[src/rtl/red_seq_pkg.sv]
// Shared types and constants for the RED reduction sequencer.
// Step order: L0/L1 (low byte), U0/U1 (high byte), F0..F2 (12-bit final add).
package red_seq_pkg;

    typedef enum logic [3:0] {
        IDLE = 4'd0,
        L0   = 4'd1,
        L1   = 4'd2,
        U0   = 4'd3,
        U1   = 4'd4,
        F0   = 4'd5,
        F1   = 4'd6,
        F2   = 4'd7,
        DONE = 4'd8
    } red_state_t;

    localparam int RED_STEPS = 7;
    localparam int RED_LAT   = 8;

    localparam int NIB_W    = 4;
    localparam int NIB0_LSB = 0;
    localparam int NIB1_LSB = 4;
    localparam int NIB2_LSB = 8;
    localparam int NIB3_LSB = 12;

endpackage

[src/rtl/cla_4bit.sv]
// 4-bit carry-lookahead adder/subtractor with optional unsigned saturation.
// Pure combinational; sub inverts b and forces carry-in.
module cla_4bit (
    input  logic [3:0] a,
    input  logic [3:0] b,
    input  logic       cin,
    input  logic       sub,
    input  logic       sat,
    output logic [3:0] sum,
    output logic       cout
);

    logic [3:0] bb;
    logic [3:0] g;
    logic [3:0] p;
    logic [3:0] c;
    logic [3:0] raw;

    assign bb   = b ^ {4{sub}};
    assign g    = a & bb;
    assign p    = a ^ bb;
    assign c[0] = cin | sub;
    assign c[1] = g[0] | (p[0] & c[0]);
    assign c[2] = g[1] | (p[1] & g[0]) | (p[1] & p[0] & c[0]);
    assign c[3] = g[2] | (p[2] & g[1]) | (p[2] & p[1] & g[0]) | (p[2] & p[1] & p[0] & c[0]);
    assign cout = g[3] | (p[3] & g[2]) | (p[3] & p[2] & g[1]) | (p[3] & p[2] & p[1] & g[0])
                | (p[3] & p[2] & p[1] & p[0] & c[0]);
    assign raw  = p ^ c;

    // Saturation: clamp to 0 on borrow when subtracting, to 0xF on carry when adding.
    always_comb begin
        sum = raw;
        if (sat) begin
            if (sub) sum = cout ? raw : 4'h0;
            else     sum = cout ? 4'hF : raw;
        end
    end

endmodule

[src/rtl/red_opnd_mux.sv]
// Per-state operand and carry-in selection for the shared CLA.
// Combinational; IDLE and DONE drive zeros.
module red_opnd_mux
    import red_seq_pkg::*;
(
    input  red_state_t  state,
    input  logic [15:0] opa,
    input  logic [15:0] opb,
    input  logic [7:0]  lo_sum,
    input  logic [7:0]  hi_sum,
    input  logic        lo_c,
    input  logic        hi_c,
    input  logic        cy,
    output logic [3:0]  a,
    output logic [3:0]  b,
    output logic        cin
);

    always_comb begin
        a   = 4'h0;
        b   = 4'h0;
        cin = 1'b0;
        case (state)
            L0: begin a = opa[NIB0_LSB +: NIB_W]; b = opb[NIB0_LSB +: NIB_W]; end
            L1: begin a = opa[NIB1_LSB +: NIB_W]; b = opb[NIB1_LSB +: NIB_W]; cin = cy; end
            U0: begin a = opa[NIB2_LSB +: NIB_W]; b = opb[NIB2_LSB +: NIB_W]; end
            U1: begin a = opa[NIB3_LSB +: NIB_W]; b = opb[NIB3_LSB +: NIB_W]; cin = cy; end
            F0: begin a = lo_sum[NIB0_LSB +: NIB_W]; b = hi_sum[NIB0_LSB +: NIB_W]; end
            F1: begin a = lo_sum[NIB1_LSB +: NIB_W]; b = hi_sum[NIB1_LSB +: NIB_W]; cin = cy; end
            // Top nibble of each 12-bit operand is its byte carry replicated (sign extension).
            F2: begin a = {NIB_W{lo_c}}; b = {NIB_W{hi_c}}; cin = cy; end
            default: ;
        endcase
    end

endmodule

[src/rtl/red_seq.sv]
// RED sequencer: sums the two byte-wise sums of A+B through one shared 4-bit CLA over 7 steps.
// Result valid 8 cycles after start; stall holds the pipeline from the start cycle until DONE.
module red_seq
    import red_seq_pkg::*;
(
    input  logic        clk,
    input  logic        rst_n,
    input  logic        start,
    input  logic        flush,
    input  logic [15:0] A,
    input  logic [15:0] B,
    output logic        busy,
    output logic        stall,
    output logic        done,
    output logic [15:0] Out
);

    red_state_t  state;
    red_state_t  state_nxt;
    logic        accept;
    logic [15:0] opa;
    logic [15:0] opb;
    logic [7:0]  lo_sum;
    logic [7:0]  hi_sum;
    logic [7:0]  f_sum;
    logic        lo_c;
    logic        hi_c;
    logic        cy;
    logic [3:0]  cla_a;
    logic [3:0]  cla_b;
    logic        cla_cin;
    logic [3:0]  cla_sum;
    logic        cla_cout;

    always_ff @(posedge clk) begin
        if (!rst_n) state <= IDLE;
        else        state <= state_nxt;
    end

    always_comb begin
        state_nxt = state;
        if (flush) begin
            state_nxt = IDLE;
        end else begin
            case (state)
                IDLE:    state_nxt = start ? L0 : IDLE;
                L0:      state_nxt = L1;
                L1:      state_nxt = U0;
                U0:      state_nxt = U1;
                U1:      state_nxt = F0;
                F0:      state_nxt = F1;
                F1:      state_nxt = F2;
                F2:      state_nxt = DONE;
                DONE:    state_nxt = start ? L0 : IDLE;
                default: state_nxt = IDLE;
            endcase
        end
    end

    // flush drops a coincident start, and nothing is accepted while reset is held.
    always_comb begin
        busy   = (state != IDLE) && (state != DONE);
        done   = (state == DONE);
        accept = rst_n && !flush && start && ((state == IDLE) || (state == DONE));
        stall  = rst_n && (busy || accept);
    end

    red_opnd_mux u_mux (
        .state  (state),
        .opa    (opa),
        .opb    (opb),
        .lo_sum (lo_sum),
        .hi_sum (hi_sum),
        .lo_c   (lo_c),
        .hi_c   (hi_c),
        .cy     (cy),
        .a      (cla_a),
        .b      (cla_b),
        .cin    (cla_cin)
    );

    cla_4bit u_cla (
        .a    (cla_a),
        .b    (cla_b),
        .cin  (cla_cin),
        .sub  (1'b0),
        .sat  (1'b0),
        .sum  (cla_sum),
        .cout (cla_cout)
    );

    always_ff @(posedge clk) begin
        if (!rst_n) begin
            opa    <= 16'h0;
            opb    <= 16'h0;
            lo_sum <= 8'h0;
            hi_sum <= 8'h0;
            f_sum  <= 8'h0;
            lo_c   <= 1'b0;
            hi_c   <= 1'b0;
            cy     <= 1'b0;
            Out    <= 16'h0;
        end else if (flush) begin
            lo_sum <= 8'h0;
            hi_sum <= 8'h0;
            f_sum  <= 8'h0;
            lo_c   <= 1'b0;
            hi_c   <= 1'b0;
            cy     <= 1'b0;
        end else begin
            if (accept) begin
                opa <= A;
                opb <= B;
            end
            case (state)
                L0: begin lo_sum[3:0] <= cla_sum; cy <= cla_cout; end
                L1: begin lo_sum[7:4] <= cla_sum; lo_c <= cla_cout; end
                U0: begin hi_sum[3:0] <= cla_sum; cy <= cla_cout; end
                U1: begin hi_sum[7:4] <= cla_sum; hi_c <= cla_cout; end
                F0: begin f_sum[3:0] <= cla_sum; cy <= cla_cout; end
                F1: begin f_sum[7:4] <= cla_sum; cy <= cla_cout; end
                // Final carry is bit 12 of the 13-bit sum; replicate it into bits 15:12.
                F2: Out <= {{4{cla_cout}}, cla_sum, f_sum};
                default: ;
            endcase
        end
    end

endmodule

[config.mk]
export PLATFORM = sky130hd
export DESIGN_NAME = red_seq
export DESIGN_NICKNAME = d
export VERILOG_FILES = /design/src/rtl/red_seq_pkg.sv /design/src/rtl/cla_4bit.sv /design/src/rtl/red_opnd_mux.sv /design/src/rtl/red_seq.sv
export SDC_FILE = /design/constraint.sdc
export NUM_CORES = 1
export LEC_CHECK = 0
export ABC_AREA = 1
export CORE_MARGIN = 3
export CORE_UTILIZATION = 49
export DETAILED_ROUTE_END_ITERATION = 8
export PLACE_DENSITY = 0.78
export SETUP_SLACK_MARGIN = 0.1
export SYNTH_ARGS = -nofsm -noshare
export SYNTH_HDL_FRONTEND = slang
export SYNTH_SLANG_ARGS = --single-unit
export TNS_END_PERCENT = 50
[constraint.sdc]
create_clock -name clk -period 3.36 [get_ports clk]
set_input_delay 0.84 -clock clk [delete_from_list [all_inputs] [get_ports clk]]
set_output_delay 0.84 -clock clk [all_outputs]
set_load 0.1 [all_outputs]
==> run_results.csv, run 1 <==
group,metric,value,unit
status,status,"finished clean",
floorplanning,io_pins,55,
timing,relSlewSlack,65.1,%
power_and_ir_drop,irDropWorstVdd,201,uV
cells_and_area,fin_util,62.8,%
yosys,ys_types,31,
setup_path,cp_num_buf_inv,4,
yosys,synth-edff-count,0,
cts,cts_hold_buffers,0,
place,place_ws,0.383,ns
setup_path,cp_cell_sequence,"nand2_1, inv_2, nand2_1, inv_1, a221oi_1, nand4_1, ha_1, inv_1, o21bai_1, a31oi_1, nand2_2, nand2_1, nand2_2, o21bai_1, inv_1",
yosys,synth_nets,532,
yosys,async_flop_share,0,%
timing,tightest_slew,0.523,ns
cells_and_area,layout_common_cells,"nor2_1 (114), dfxtp_1 (76), nand2_1 (57)",
yosys,yosys-top-cells-area,"dfxtp_1 (43%), nor2_1 (12%), o21ai_0 (6.9%), nand2_1 (6.0%), inv_1 (5.5%)",
route,first_pass_iters,5,
cells_and_area,n_antenna_cell,0,
route,wl,8.53,mm
yosys,netlist_area,0.00355,mm2
setup_path,max_stage_delay,0.45,ns
global_routing,grt_use_total,21.6,%
yosys,yosysSeqAreaShare,42.9,%
floorplanning,die_h,91.1,um
timing,fmax,330,MHz
floorplanning,coreArea,0.00691,mm2
cts,tritoncts,"built",
route,vias,3313,
floorplanning,start_util,51.3,%
timing,rsz0062_at_grt,"no",
cells_and_area,mostFrequentLayoutCell,"nor2_1",
setup_path,crit_slowest_cell,"a221oi_1",
place,place_congestion,0.921,
floorplanning,die_x,91.1,um
global_routing,grt_util_met1,27.3,%
cells_and_area,drive_gt1_share,14.7,%
setup_path,crit_path_max_fanout,13,
yosys,avgSynthCellArea,7.22,um2
route,drc,0,
setup_path,critical_path_class,"register to register",
route,ant_nets,0,
cts,post_cts_resized,0,
global_routing,grt_max_degree,46,
timing,finalWorstSetupSlack,0.326,ns
setup_path,cp.arrival,3.29,ns
job,drv_cap,0,
worst_hold_path,hold_path.class,"register to register",
place,io_buffers,54,
yosys,syn_inst,491,
timing,skew,0.00669,ns
timing,finalMaxSlewViolations,0,
yosys,ys.flop_type,"dfxtp_1",
floorplanning,fp-row-count,30,
route,via_per_inst,5.16,
power_and_ir_drop,total_leakage_power,0.00201,uW
global_routing,busiest_layer,"met2",
timing,finalCriticalPeriod,3.03,ns
global_routing,antenna_found_initial,0,
cts,cts.sinks,76,
yosys,yosysTopAreaCell,"dfxtp_1",
cts,cts_buffer_depth,2,
cts,worstSkewPairLatency,0.35,ns
yosys,synth.top_cell.area_share,42.9,%
yosys,synth-seq-cells,76,
power_and_ir_drop,power_density,435,mW/mm2
route,routedWlPerCell,13.3,um
timing,finalHoldViolCount,0,
global_routing,use_met2,36.1,%
timing,fin_crit_sh,90.3,%
floorplanning,dieArea,0.00829,mm2
setup_path,critPathRequiredTime,3.61,ns
cts,h-tree-depth,3,
yosys,ys.warnings.count,0,
setup_path,r2r_setup_slack,0.33,ns
cts,cts_setup_buffers,0,
cells_and_area,area_growth,22.2,%
timing,setup_viol,0,
setup_path,critPathCaptureType,"register",
setup_path,path_delay_family,"compound AO/OA/AOI/OAI gates",
cells_and_area,fin_nets,582,
timing,tns,0,ns
global_routing,grt_pass1_wl,14.6,mm
cells_and_area,fillCellCount,651,
global_routing,grt_pass1_vias,3194,
route,drt_iter0_markers,229,
setup_path,startpoint_type,"register",
cts,clkTransAtPathRegs,0.08,ns
global_routing,grt-ovfl-total,0,
place,hpwl,5.95,mm
cts,clock-root-buffer,"clkbuf_8",
global_routing,grt_use_met3,4.39,%
cts,cts_buffers,9,
-- cell families (layout without fill, tap and decap cells) --
family                   after synthesis  after routing  share of synthesized area (%)
buffers and inverters                 82            137                           9.88
flip-flops                            76             76                           42.9
AO/OA/AOI/OAI                         86             86                           13.8
AND/OR/NAND/NOR                      242            242                           31.7
adder cells (fa/ha/maj)                5              5                           1.76
-- registers in the layout, indices dropped and copies added, names as in the netlist --
signal and cells:
opa 16, lo_c 1, cy 1, Out 13
lo_sum 8, hi_c 1, f_sum 8, hi_sum 8
state 4, opb 16
-- per-stage QoR --
stage	instance area, um2	hold slack (ns)	power, uW	std cells
after CTS	4330	0.463	1900	642
after floorplan	3550	0.429	1030	491
after global routing	4330	0.483	1950	642
after detailed placement	4100	0.452	1100	626
after global placement	4100	0.446	1100	626
final	4330	0.464	1880	642
-- report_power, final --
| group | internal (uW) | switching, uW | total, uW | leakage (uW) |
|---|---|---|---|---|
| combinational | 64.8 | 79.2 | 144 | 0.00128 |
| clock | 460 | 345 | 805 | 0.000112 |
| sequential | 923 | 12.4 | 936 | 0.000616 |
-- layer usage --
layer | wire, um | share of wire (%)
met3 | 463 | 5.4
met4 | 132 | 1.5
met2 | 4160 | 49
met5 | 0 | 0
met1 | 3770 | 44
-- worst min-delay path, stage by stage (launching register included) --
cell     delay, ns
dfxtp_1       0.30
inv_1         0.06
a21oi_1       0.06
-- cells in the mapped netlist (8+ instances only) --
master and instances:
dfxtp_1 76, o21ai_0 49, nand2_1 57, nand2_2 11, a21oi_1 17, inv_2 8
inv_1 52, nor2_1 114, buf_2 10, nand4_1 8, nand3_1 32
-- layout make-up --
class | instances | area, um2 | share of cell area, %
multi-input combinational | 333 | 1670 | 38.6
sequential | 76 | 1520 | 35.1
timing repair buffer | 61 | 558 | 12.9
inverter | 60 | 225 | 5.20
clock buffer | 11 | 151 | 3.49
tap | 96 | 120 | 2.77
clock inverter | 5 | 83.8 | 1.93
-- final timing paths --
kind,start,cells past startpoint,to
worst max-delay path,state[0],15,Out[12]
worst min-delay path,opa[4],2,opa[4]
worst max register to register,state[0],15,Out[12]
worst min register to register,opa[4],2,opa[4]
Power figures use the tool's default switching activity.
==> run 2, diff against run 1 <==
- MAX_ROUTING_LAYER: not set -> met4
==> run 2 against run 1 <==
Clock skew down 0.0022 ns. Register-to-register slack about the same. Via count about the same. Sequential share of layout area down 0.071 points. Clock power down 4.7%. Worst setup slack better by 0.0094 ns. Wire length up 2.5%. Sequential power about the same. Cell count up 0.47%. Design area up 0.20%. Global-route usage up 0.83 points. Hold slack better by 0.0053 ns. Largest cell class unchanged. Highest routed layer unchanged.
==> run_results.csv, run 2 (synthesis gave the netlist of run 1 again) <==
group,metric,value,unit
floorplanning,die_x,91.1,um
floorplanning,fp-row-count,30,
status,status,"finished clean",
place,hpwl,6.16,mm
setup_path,r2r_setup_slack,0.34,ns
cts,clock-root-buffer,"clkbuf_8",
global_routing,grt_max_degree,46,
power_and_ir_drop,power_density,425,mW/mm2
route,first_pass_iters,4,
route,vias,3312,
setup_path,worstSetupPathDepth,15,
timing,finalMaxSlewViolations,0,
setup_path,startpoint_type,"register",
power_and_ir_drop,internal_power,1430,uW
setup_path,crit_path_max_fanout,7,
global_routing,grt_use_total,22.5,%
timing,tns,0,ns
cts,cts.sinks,76,
timing,finalCriticalPeriod,3.02,ns
timing,skew,0.00450,ns
cells_and_area,n_antenna_cell,0,
setup_path,r2r-end,"f_sum[3]",
route,wl,8.74,mm
cts,cts_buffer_depth,2,
setup_path,cp_cell_sequence,"nand2_1, inv_2, nand2_1, clkinvlp_4, a221oi_1, nand4_1, ha_1, inv_1, o21bai_1, a31oi_1, nand2_2, nand2_2, nand3_1, nand2_1, inv_1",
floorplanning,die_h,91.1,um
cells_and_area,fillCellCount,650,
cells_and_area,fin_nets,585,
timing,whs,0.469,ns
power_and_ir_drop,switching_power,421,uW
place,dpl_cell_area,0.00410,mm2
cts,worstSkewPairLatency,0.35,ns
global_routing,grt_pass1_vias,3167,
setup_path,reg2reg_from,"state[0]",
worst_hold_path,hold_depth,2,
route,routedWlPerCell,13.5,um
power_and_ir_drop,finalPower,1850,uW
worst_hold_path,min-delay-start,"opa[4]",
cts,h-tree-depth,3,
job,drv_cap,0,
timing,tightest_slew,0.531,ns
timing,setup_viol,0,
cells_and_area,reg_top3,"opa x16, opb x16, Out x13",
route,ant_nets,0,
global_routing,grt-ovfl-total,0,
floorplanning,coreArea,0.00691,mm2
setup_path,critPathCaptureType,"register",
cells_and_area,fin_util,62.9,%
cells_and_area,area_growth,22.5,%
timing,finalHoldViolCount,0,
setup_path,path_delay_family,"simple AND/OR/NAND/NOR gates",
cts,cts_buffers,9,
power_and_ir_drop,switching_share,22.8,%
setup_path,crit_slowest_cell,"a221oi_1",
setup_path,max_stage_delay,0.40,ns
route,drc,0,
power_and_ir_drop,p_comb_share,7.8,%
setup_path,path_common_cell,"nand2_1",
global_routing,grt_pass1_wl,14.6,mm
floorplanning,start_util,51.3,%
power_and_ir_drop,total_leakage_power,0.00201,uW
power_and_ir_drop,irDropWorstVdd,193,uV
cells_and_area,mostFrequentLayoutCell,"nor2_1",
global_routing,antenna_found_initial,0,
route,drt_iter0_markers,312,
setup_path,critical_path_class,"register to register",
cts,clkTransAtPathRegs,0.08,ns
timing,relSlewSlack,64.6,%
worst_hold_path,hold_path.class,"register to register",
timing,fin_crit_sh,90.0,%
floorplanning,dieArea,0.00829,mm2
setup_path,cp.arrival,3.28,ns
cells_and_area,layout_common_cells,"nor2_1 (114), dfxtp_1 (76), nand2_1 (57)",
worst_hold_path,holdPathEnd,"opa[4]",
place,io_buffers,54,
timing,fmax,331,MHz
setup_path,critPathRequiredTime,3.61,ns
power_and_ir_drop,clockPowerShare,41.5,%
cts,tritoncts,"built",
floorplanning,io_pins,55,
setup_path,reg2reg_depth,15,
power_and_ir_drop,share_seq_of_total_power,50.7,%
route,via_per_inst,5.13,
cts,cts_hold_buffers,0,
setup_path,cp_num_buf_inv,4,
place,place_congestion,0.929,
timing,rsz0062_at_grt,"no",
cells_and_area,drive_gt1_share,14.9,%
cells_and_area,design_area,0.00434,mm2
## run 2: cell count changes in the layout (fill, tap and decap cells not counted)
cell	previous run	this run
buf_4	25	28
clkinv_4	1	0
clkbuf_8	11	10
clkinv_2	0	1
clkbuf_1	0	2
inv_1	52	51
## run 2: layout make-up
| class | instances | area [um2] | area share (%) |
|---|---|---|---|
| Inverter | 60 | 229 | 5.27 |
| Timing Repair Buffer | 64 | 581 | 13.4 |
| Sequential cell | 76 | 1520 | 35.0 |
| Multi-Input combinational cell | 333 | 1670 | 38.5 |
| Clock buffer | 12 | 145 | 3.34 |
| Clock inverter | 4 | 72.6 | 1.67 |
| Tap cell | 96 | 120 | 2.77 |
## run 2: tightest hold or removal path, cell delays in order, from the launching register on
cell     delay, ns
dfxtp_1       0.30
inv_1         0.07
a21oi_1       0.06
## run 2: worst max path at each step
stage              from       end  slack (ns)
3_5_place_dp   state[0]      lo_c        0.39
3_3_place_gp   state[0]   Out[12]        0.47
5_1_grt        state[0]   Out[12]        0.14
6_report       state[0]  f_sum[3]        0.34
4_1_cts        state[0]      lo_c        0.39
2_1_floorplan     rst_n     stall        0.14
## run 2: repair_timing
item	CTS	global route
endpoints found under the setup margin	0	2
resized for setup	0	1
setup buffers	0	3
endpoints found under the hold margin	0	0
## run 2: metrics by stage
stage | cells | worst slack [ns]
after floorplan | 491 | 0.136
after global placement | 626 | 0.470
after detailed placement | 626 | 0.394
after CTS | 642 | 0.386
after global routing | 645 | 0.142
final | 645 | 0.336
## run 2: metal layers
layer / wire, um / GRT usage (%) / vias up
li1: - / - / 1679
met1: 3770 / 26.4 / 1525
met2: 4280 / 37.3 / 90
met3: 467 / 3.89 / 18
met4: 216 / 10.8 / 0
met5: 0 / - / -
## run 2: power groups by stage
| stage | sequential [uW] | clock [uW] | combinational, uW |
|---|---|---|---|
| 6_report | 936 | 767 | 144 |
| 5_1_grt | 939 | 813 | 160 |
| 4_1_cts | 936 | 771 | 145 |
| 3_5_place_dp | 957 | 0 | 144 |
| 3_3_place_gp | 957 | 0 | 142 |
| 2_1_floorplan | 953 | 0 | 80.4 |
